$ cat config.mk
export PLATFORM = sky130hd
export DESIGN_NAME = float_multiplier_pipelined
export DESIGN_NICKNAME = d
export VERILOG_FILES = /design/src/rtl/float_multiplier_pipelined.sv
export SDC_FILE = /design/constraint.sdc
export NUM_CORES = 1
export LEC_CHECK = 0
export CORE_MARGIN = 4
export CORE_UTILIZATION = 50
export CTS_CLUSTER_SIZE = 8
export DETAILED_ROUTE_END_ITERATION = 6
export HOLD_SLACK_MARGIN = 0.03
export PLACE_DENSITY = 0.72
export SYNTH_ARGS = -nofsm -noshare
export SYNTH_HDL_FRONTEND = slang
export SYNTH_SLANG_ARGS = --single-unit
$ cat constraint.sdc
create_clock -name clock -period 6.6 [get_ports clock]
set_clock_uncertainty 0.15 [all_clocks]
set_input_delay 1.98 -clock clock [delete_from_list [all_inputs] [get_ports clock]]
set_output_delay 1.98 -clock clock [all_outputs]
set_load 0.005 [all_outputs]
$ cat src/rtl/float_multiplier_pipelined.sv
// Three-stage pipelined floating-point multiplier (unpack / mantissa product / normalise-round-pack)
// with a valid/ready handshake, round-to-nearest-even and {invalid, overflow, underflow, inexact} flags.
module float_multiplier_pipelined #(
    parameter int EXP_WIDTH     = 4,
    parameter int MAN_WIDTH     = 3,
    parameter bit IEEE_SPECIALS = 1'b0,
    parameter bit SATURATE      = 1'b1,
    localparam int W            = 1 + EXP_WIDTH + MAN_WIDTH
) (
    input  logic         clock,
    input  logic         reset,
    input  logic         in_valid,
    output logic         in_ready,
    input  logic [W-1:0] a,
    input  logic [W-1:0] b,
    output logic         out_valid,
    input  logic         out_ready,
    output logic [W-1:0] y,
    output logic [3:0]   flags
);
    localparam int EW   = EXP_WIDTH + 2;
    localparam int PW   = 2 * MAN_WIDTH + 2;
    localparam int BIAS = 2 ** (EXP_WIDTH - 1) - 1;

    localparam logic [EXP_WIDTH-1:0] EXP_ONES = '1;
    localparam logic [MAN_WIDTH-1:0] MAN_ONES = '1;
    localparam logic [MAN_WIDTH-1:0] MAN_ZERO = '0;
    localparam logic [MAN_WIDTH-1:0] QNAN_MAN = IEEE_SPECIALS ? (MAN_WIDTH'(1) << (MAN_WIDTH - 1)) : MAN_ONES;
    localparam logic [MAN_WIDTH-1:0] MAX_MAN  = IEEE_SPECIALS ? MAN_ONES : MAN_ONES - MAN_WIDTH'(1);
    localparam logic [EXP_WIDTH-1:0] MAX_EXP  = IEEE_SPECIALS ? EXP_ONES - EXP_WIDTH'(1) : EXP_ONES;
    localparam logic signed [EW-1:0] BIAS_S   = EW'(BIAS);
    localparam logic signed [EW-1:0] TOP_EXP  = EW'(2 ** EXP_WIDTH - 1);

    logic en;

    logic [W-1:0]         opnd    [2];
    logic [EXP_WIDTH-1:0] op_exp  [2];
    logic [MAN_WIDTH:0]   op_sig  [2];
    logic [1:0]           op_zero;
    logic [1:0]           op_inf;
    logic [1:0]           op_nan;

    logic                 s1_nan_next, s1_inv_next, s1_inf_next, s1_zero_next;
    logic signed [EW-1:0] s1_exp_next;

    logic                 s1_valid_reg, s1_sign_reg, s1_nan_reg, s1_inv_reg, s1_inf_reg, s1_zero_reg;
    logic signed [EW-1:0] s1_exp_reg;
    logic [MAN_WIDTH:0]   s1_sig_a_reg, s1_sig_b_reg;

    logic                 s2_valid_reg, s2_sign_reg, s2_nan_reg, s2_inv_reg, s2_inf_reg, s2_zero_reg;
    logic signed [EW-1:0] s2_exp_reg;
    logic [PW-1:0]        s2_prod_reg;

    logic                 out_valid_reg;
    logic [W-1:0]         y_reg;
    logic [3:0]           flags_reg;

    logic                 prod_msb, guard, sticky, round_up, ovf, uf;
    logic [PW-2:0]        norm;
    logic [MAN_WIDTH-1:0] man_trunc, man_final;
    logic [MAN_WIDTH:0]   man_round;
    logic signed [EW-1:0] exp_final;
    logic [W-1:0]         y_next;
    logic [3:0]           flags_next;

    assign en       = !out_valid_reg || out_ready;
    assign in_ready = en;

    assign opnd[0] = a;
    assign opnd[1] = b;

    // Subnormal encodings (exp = 0) are deliberately treated as zero.
    for (genvar gi = 0; gi < 2; gi++) begin : g_unpack
        assign op_exp[gi]  = opnd[gi][W-2:MAN_WIDTH];
        assign op_sig[gi]  = {1'b1, opnd[gi][MAN_WIDTH-1:0]};
        assign op_zero[gi] = (op_exp[gi] == '0);
        if (IEEE_SPECIALS) begin : g_ieee
            assign op_inf[gi] = (op_exp[gi] == EXP_ONES) && (opnd[gi][MAN_WIDTH-1:0] == MAN_ZERO);
            assign op_nan[gi] = (op_exp[gi] == EXP_ONES) && (opnd[gi][MAN_WIDTH-1:0] != MAN_ZERO);
        end else begin : g_fn
            assign op_inf[gi] = 1'b0;
            assign op_nan[gi] = (opnd[gi][W-2:0] == '1);
        end
    end

    assign s1_inv_next  = (op_inf[0] && op_zero[1]) || (op_zero[0] && op_inf[1]);
    assign s1_nan_next  = (|op_nan) || s1_inv_next;
    assign s1_inf_next  = (|op_inf) && !s1_nan_next;
    assign s1_zero_next = (|op_zero) && !s1_nan_next && !s1_inf_next;
    assign s1_exp_next  = EW'(op_exp[0]) + EW'(op_exp[1]) - BIAS_S;

    always_comb begin
        prod_msb   = s2_prod_reg[PW-1];
        norm       = prod_msb ? s2_prod_reg[PW-2:0] : {s2_prod_reg[PW-3:0], 1'b0};
        man_trunc  = norm[PW-2 -: MAN_WIDTH];
        guard      = norm[MAN_WIDTH];
        sticky     = |norm[MAN_WIDTH-1:0];
        round_up   = guard && (sticky || man_trunc[0]);
        man_round  = {1'b0, man_trunc} + (MAN_WIDTH + 1)'(round_up);
        // A rounding carry leaves the stored mantissa at zero and bumps the exponent.
        man_final  = man_round[MAN_WIDTH-1:0];
        exp_final  = s2_exp_reg + EW'(prod_msb) + EW'(man_round[MAN_WIDTH]);
        uf         = exp_final[EW-1] || (exp_final == '0);
        if (IEEE_SPECIALS) begin
            ovf = (exp_final >= TOP_EXP);
        end else begin
            ovf = (exp_final > TOP_EXP) || ((exp_final == TOP_EXP) && (man_final > MAX_MAN));
        end

        y_next     = {s2_sign_reg, exp_final[EXP_WIDTH-1:0], man_final};
        flags_next = {3'b000, guard || sticky};
        if (s2_nan_reg) begin
            y_next     = {1'b0, EXP_ONES, QNAN_MAN};
            flags_next = {s2_inv_reg, 3'b000};
        end else if (s2_inf_reg) begin
            y_next     = {s2_sign_reg, EXP_ONES, MAN_ZERO};
            flags_next = 4'b0000;
        end else if (s2_zero_reg) begin
            y_next     = {s2_sign_reg, {(W-1){1'b0}}};
            flags_next = 4'b0000;
        end else if (ovf) begin
            flags_next = 4'b0101;
            if (SATURATE) begin
                y_next = {s2_sign_reg, MAX_EXP, MAX_MAN};
            end else if (IEEE_SPECIALS) begin
                y_next = {s2_sign_reg, EXP_ONES, MAN_ZERO};
            end else begin
                y_next = {1'b0, EXP_ONES, QNAN_MAN};
            end
        end else if (uf) begin
            y_next     = {s2_sign_reg, {(W-1){1'b0}}};
            flags_next = 4'b0011;
        end
    end

    always_ff @(posedge clock or negedge reset) begin
        if (!reset) begin
            s1_valid_reg  <= 1'b0;
            s1_sign_reg   <= 1'b0;
            s1_nan_reg    <= 1'b0;
            s1_inv_reg    <= 1'b0;
            s1_inf_reg    <= 1'b0;
            s1_zero_reg   <= 1'b0;
            s1_exp_reg    <= '0;
            s1_sig_a_reg  <= '0;
            s1_sig_b_reg  <= '0;
            s2_valid_reg  <= 1'b0;
            s2_sign_reg   <= 1'b0;
            s2_nan_reg    <= 1'b0;
            s2_inv_reg    <= 1'b0;
            s2_inf_reg    <= 1'b0;
            s2_zero_reg   <= 1'b0;
            s2_exp_reg    <= '0;
            s2_prod_reg   <= '0;
            out_valid_reg <= 1'b0;
            y_reg         <= '0;
            flags_reg     <= '0;
        end else if (en) begin
            s1_valid_reg  <= in_valid;
            s1_sign_reg   <= opnd[0][W-1] ^ opnd[1][W-1];
            s1_nan_reg    <= s1_nan_next;
            s1_inv_reg    <= s1_inv_next;
            s1_inf_reg    <= s1_inf_next;
            s1_zero_reg   <= s1_zero_next;
            s1_exp_reg    <= s1_exp_next;
            s1_sig_a_reg  <= op_sig[0];
            s1_sig_b_reg  <= op_sig[1];
            s2_valid_reg  <= s1_valid_reg;
            s2_sign_reg   <= s1_sign_reg;
            s2_nan_reg    <= s1_nan_reg;
            s2_inv_reg    <= s1_inv_reg;
            s2_inf_reg    <= s1_inf_reg;
            s2_zero_reg   <= s1_zero_reg;
            s2_exp_reg    <= s1_exp_reg;
            s2_prod_reg   <= PW'(s1_sig_a_reg) * PW'(s1_sig_b_reg);
            out_valid_reg <= s2_valid_reg;
            // Bubbles leave y and flags cleared so nothing stale is visible with out_valid low.
            y_reg         <= s2_valid_reg ? y_next : '0;
            flags_reg     <= s2_valid_reg ? flags_next : '0;
        end
    end

    assign out_valid = out_valid_reg;
    assign y         = y_reg;
    assign flags     = flags_reg;

endmodule

==> flow_metrics.tcl <==
set metrics [dict create \
    antenna_cells 0 \
    routed_wl_um 5148 \
    hpwl_um 3849 \
    power_frac_comb 0.474 \
    path_clk_slew_ns 0.09 \
    p_per_area_nw_per_um2 376.8 \
    ios 34 \
    die-area_um2 6978 \
    synth.distinct_cells 55 \
    period_minus_slack_ns 5.250 \
    pwr-share-seq 0.386 \
    finalCritPeriodShare 0.7955 \
    track_usage 0.1596 \
    cts_resized 0 \
    seq_area_um2 1176 \
    cp_max_fo 2 \
    row_count 27 \
    synth_top_area_share 0.4123 \
    post_dp_cell_area_um2 3219 \
    ys_async_sr_fraction 1.000 \
    grt_pass1_vias 2180 \
    drtAntennaViolNets 0 \
    dr_total_vias 2166 \
    synthTopCellsByArea "dfrtp_1, nand2_1, ha_1" \
    synth_top_area_cell "dfrtp_1" \
    setup_tns_ns 0 \
    vias_per_cell 5.207 \
    cts_buffers 5 \
    port_buffers 32 \
    ys_seq_area_frac 0.4123 \
    overflow 0 \
    setup_violations 0 \
    synth_top_flop_cell "dfrtp_1" \
    drive_gt1_frac 0.06686 \
    ctsHtreeMaxLevel 2 \
    synth_warnings 0 \
    syn_to_final_growth_pct 16.10 \
    synthesis.area_um2 2853 \
    wl_per_cell_um 12.38 \
    p_leak_nw 1.610 \
    chipHeight_um 83.54 \
    start_util 0.5181 \
    syn_inst 314 \
    grt_max_degree 53 \
    clkPwrFrac 0.140 \
    endpoint_kind "output port" \
    grt_setup_unrepaired "false" \
    min-delay-path-class "reg2reg" \
    clk_latency_ns 0.30 \
    cp.required_ns 4.47 \
    ctsHoldBuffers 0 \
    startpoint_type "input port" \
    p_sw_frac 0.4011 \
    timing.fmax_ghz 0.1905 \
    arrival_ns 3.12 \
    nNetsFinal 390 \
    cts_tree "yes" \
    core_area_um2 5507 \
    drc_errors 0 \
    cap_violations 0 \
    antenna_found_initial 0 \
    p_sw_w 0.0005005 \
    intPower_w 0.0007473 \
    synth_edf_count 0 \
    dr.pass1.iters 4 \
    fillers 504 \
    status "finished clean" \
    die_w_um 83.54 \
    synth.avg_cell_area_um2 9.085 \
    postCtsSetupBuffers 0 \
    maxSlewViolCount 0 \
    worst_pin_slew_ns 0.9979 \
    max-slew-margin-rel 0.3347 \
    cts_root_buffer "clkbuf_8" \
    ys_seq_elements 47 \
    gp_congestion 0.8715 \
    synth_nets 361 \
    drt_iter0_drc 102 \
    clkSinkCount 47 \
    fin_area_um2 3312 \
    cts.path.max_buffers 2 \
    multi_input_area_um2 1567 \
    hold_viol 0 \
    grt_pass1_wl_um 9246 \
    vdd_ir_drop_max_mv 0.1439 \
    criticalPathCategory "in2out" \
]
cells in the final DEF, fill, tap and decap left out, types with 5 or more instances in the layout:
cell type | netlist | final
nor2_1 | 7 | 7
nand3_1 | 9 | 9
a21oi_1 | 8 | 8
clkdlybuf4s50_1 | 0 | 31
o21ai_1 | 6 | 6
clkbuf_8 | 0 | 5
inv_1 | 14 | 14
ha_1 | 21 | 21
xnor2_1 | 5 | 5
nand2_1 | 99 | 99
dfrtp_1 | 47 | 47
nand2b_1 | 5 | 5
o21ai_0 | 10 | 10
and2_1 | 8 | 8
fa_1 | 6 | 6
per-stage QoR:
| step | util | total power (W) | instances | hold WS, ns | setup slack [ns] |
|---|---|---|---|---|---|
| after global placement | 0.5846 | 0.001060 | 408 | 0.2997 | 1.343 |
| after floorplan | - | 0.0009061 | 314 | 0.2886 | 1.931 |
| after global routing | 0.6015 | 0.001367 | 416 | 0.3538 | 1.300 |
| final | 0.6015 | 0.001248 | 416 | 0.3214 | 1.350 |
| after detailed placement | 0.5846 | 0.001081 | 408 | 0.3054 | 1.353 |
| after CTS | 0.6015 | 0.001260 | 416 | 0.3269 | 1.336 |
area by class of cell:
type | instances | area share
Inverter | 15 | 0.01700
Tap cell | 72 | 0.02720
Sequential cell | 47 | 0.3551
Clock buffer | 5 | 0.02078
Clock inverter | 3 | 0.007178
Timing Repair Buffer | 34 | 0.09974
Multi-Input combinational cell | 240 | 0.4730
Yosys cell counts, drive strengths merged, types with 6 or more instances:
master / count
a21oi: 8
and2: 9
buf: 6
clkbuf: 6
dfrtp: 47
fa: 6
ha: 21
inv: 15
nand2: 99
nand3: 9
nor2: 7
o21ai: 17
xnor2: 6
power by group through the flow:
stage / logic (W) / clock network (W) / registers [W]
floorplan: 0.000446 / 0 / 0.000460
global route: 0.000676 / 0.000195 / 0.000497
finish: 0.000591 / 0.000175 / 0.000481
detailed placement: 0.000593 / 0 / 0.000488
CTS: 0.000598 / 0.000180 / 0.000482
global placement: 0.000577 / 0 / 0.000483
path summary, 6_finish.rpt:
check / from / end / slack [ns] / cells after the start
setup / recovery: out_ready / in_ready / 1.35 / 4
hold / removal: s1_valid_reg / s1_valid_reg / 0.32 / 2
setup reg to reg: s2_prod_reg[7] / y[2] / 3.46 / 10
hold reg to reg: s1_valid_reg / s1_valid_reg / 0.32 / 2
max in group asynchronous: reset / s1_sig_a_reg[0] / 3.99 / 1
min in group asynchronous: reset / y[5] / 1.69 / 1
critical path: stages:
cell and delay (ns):
clkdlybuf4s50_1 0.50, nor2b_4 0.05, inv_2 0.07, clkdlybuf4s50_1 0.51
layer usage:
| metal | vias to the layer above | part of all wire | track usage |
|---|---|---|---|
| li1 | 1110 | - | - |
| met1 | 990 | 0.47 | 0.1983 |
| met2 | 55 | 0.45 | 0.2660 |
| met3 | 11 | 0.051 | 0.03060 |
| met4 | 0 | 0.026 | 0.07895 |
| met5 | - | 0 | 0 |
cells by family after synthesis:
| group | count (synthesis) | share of synthesized area |
|---|---|---|
| other cells | 1 | 0.001315 |
| buf+inv | 27 | 0.04122 |
| simple gates | 148 | 0.2338 |
| compound gates | 49 | 0.1259 |
| flops | 47 | 0.4123 |
| mux | 5 | 0.01798 |
| xor+xnor | 10 | 0.03333 |
| fa+ha+maj | 27 | 0.1342 |
No activity file was read; power rests on OpenSTA's default activity.
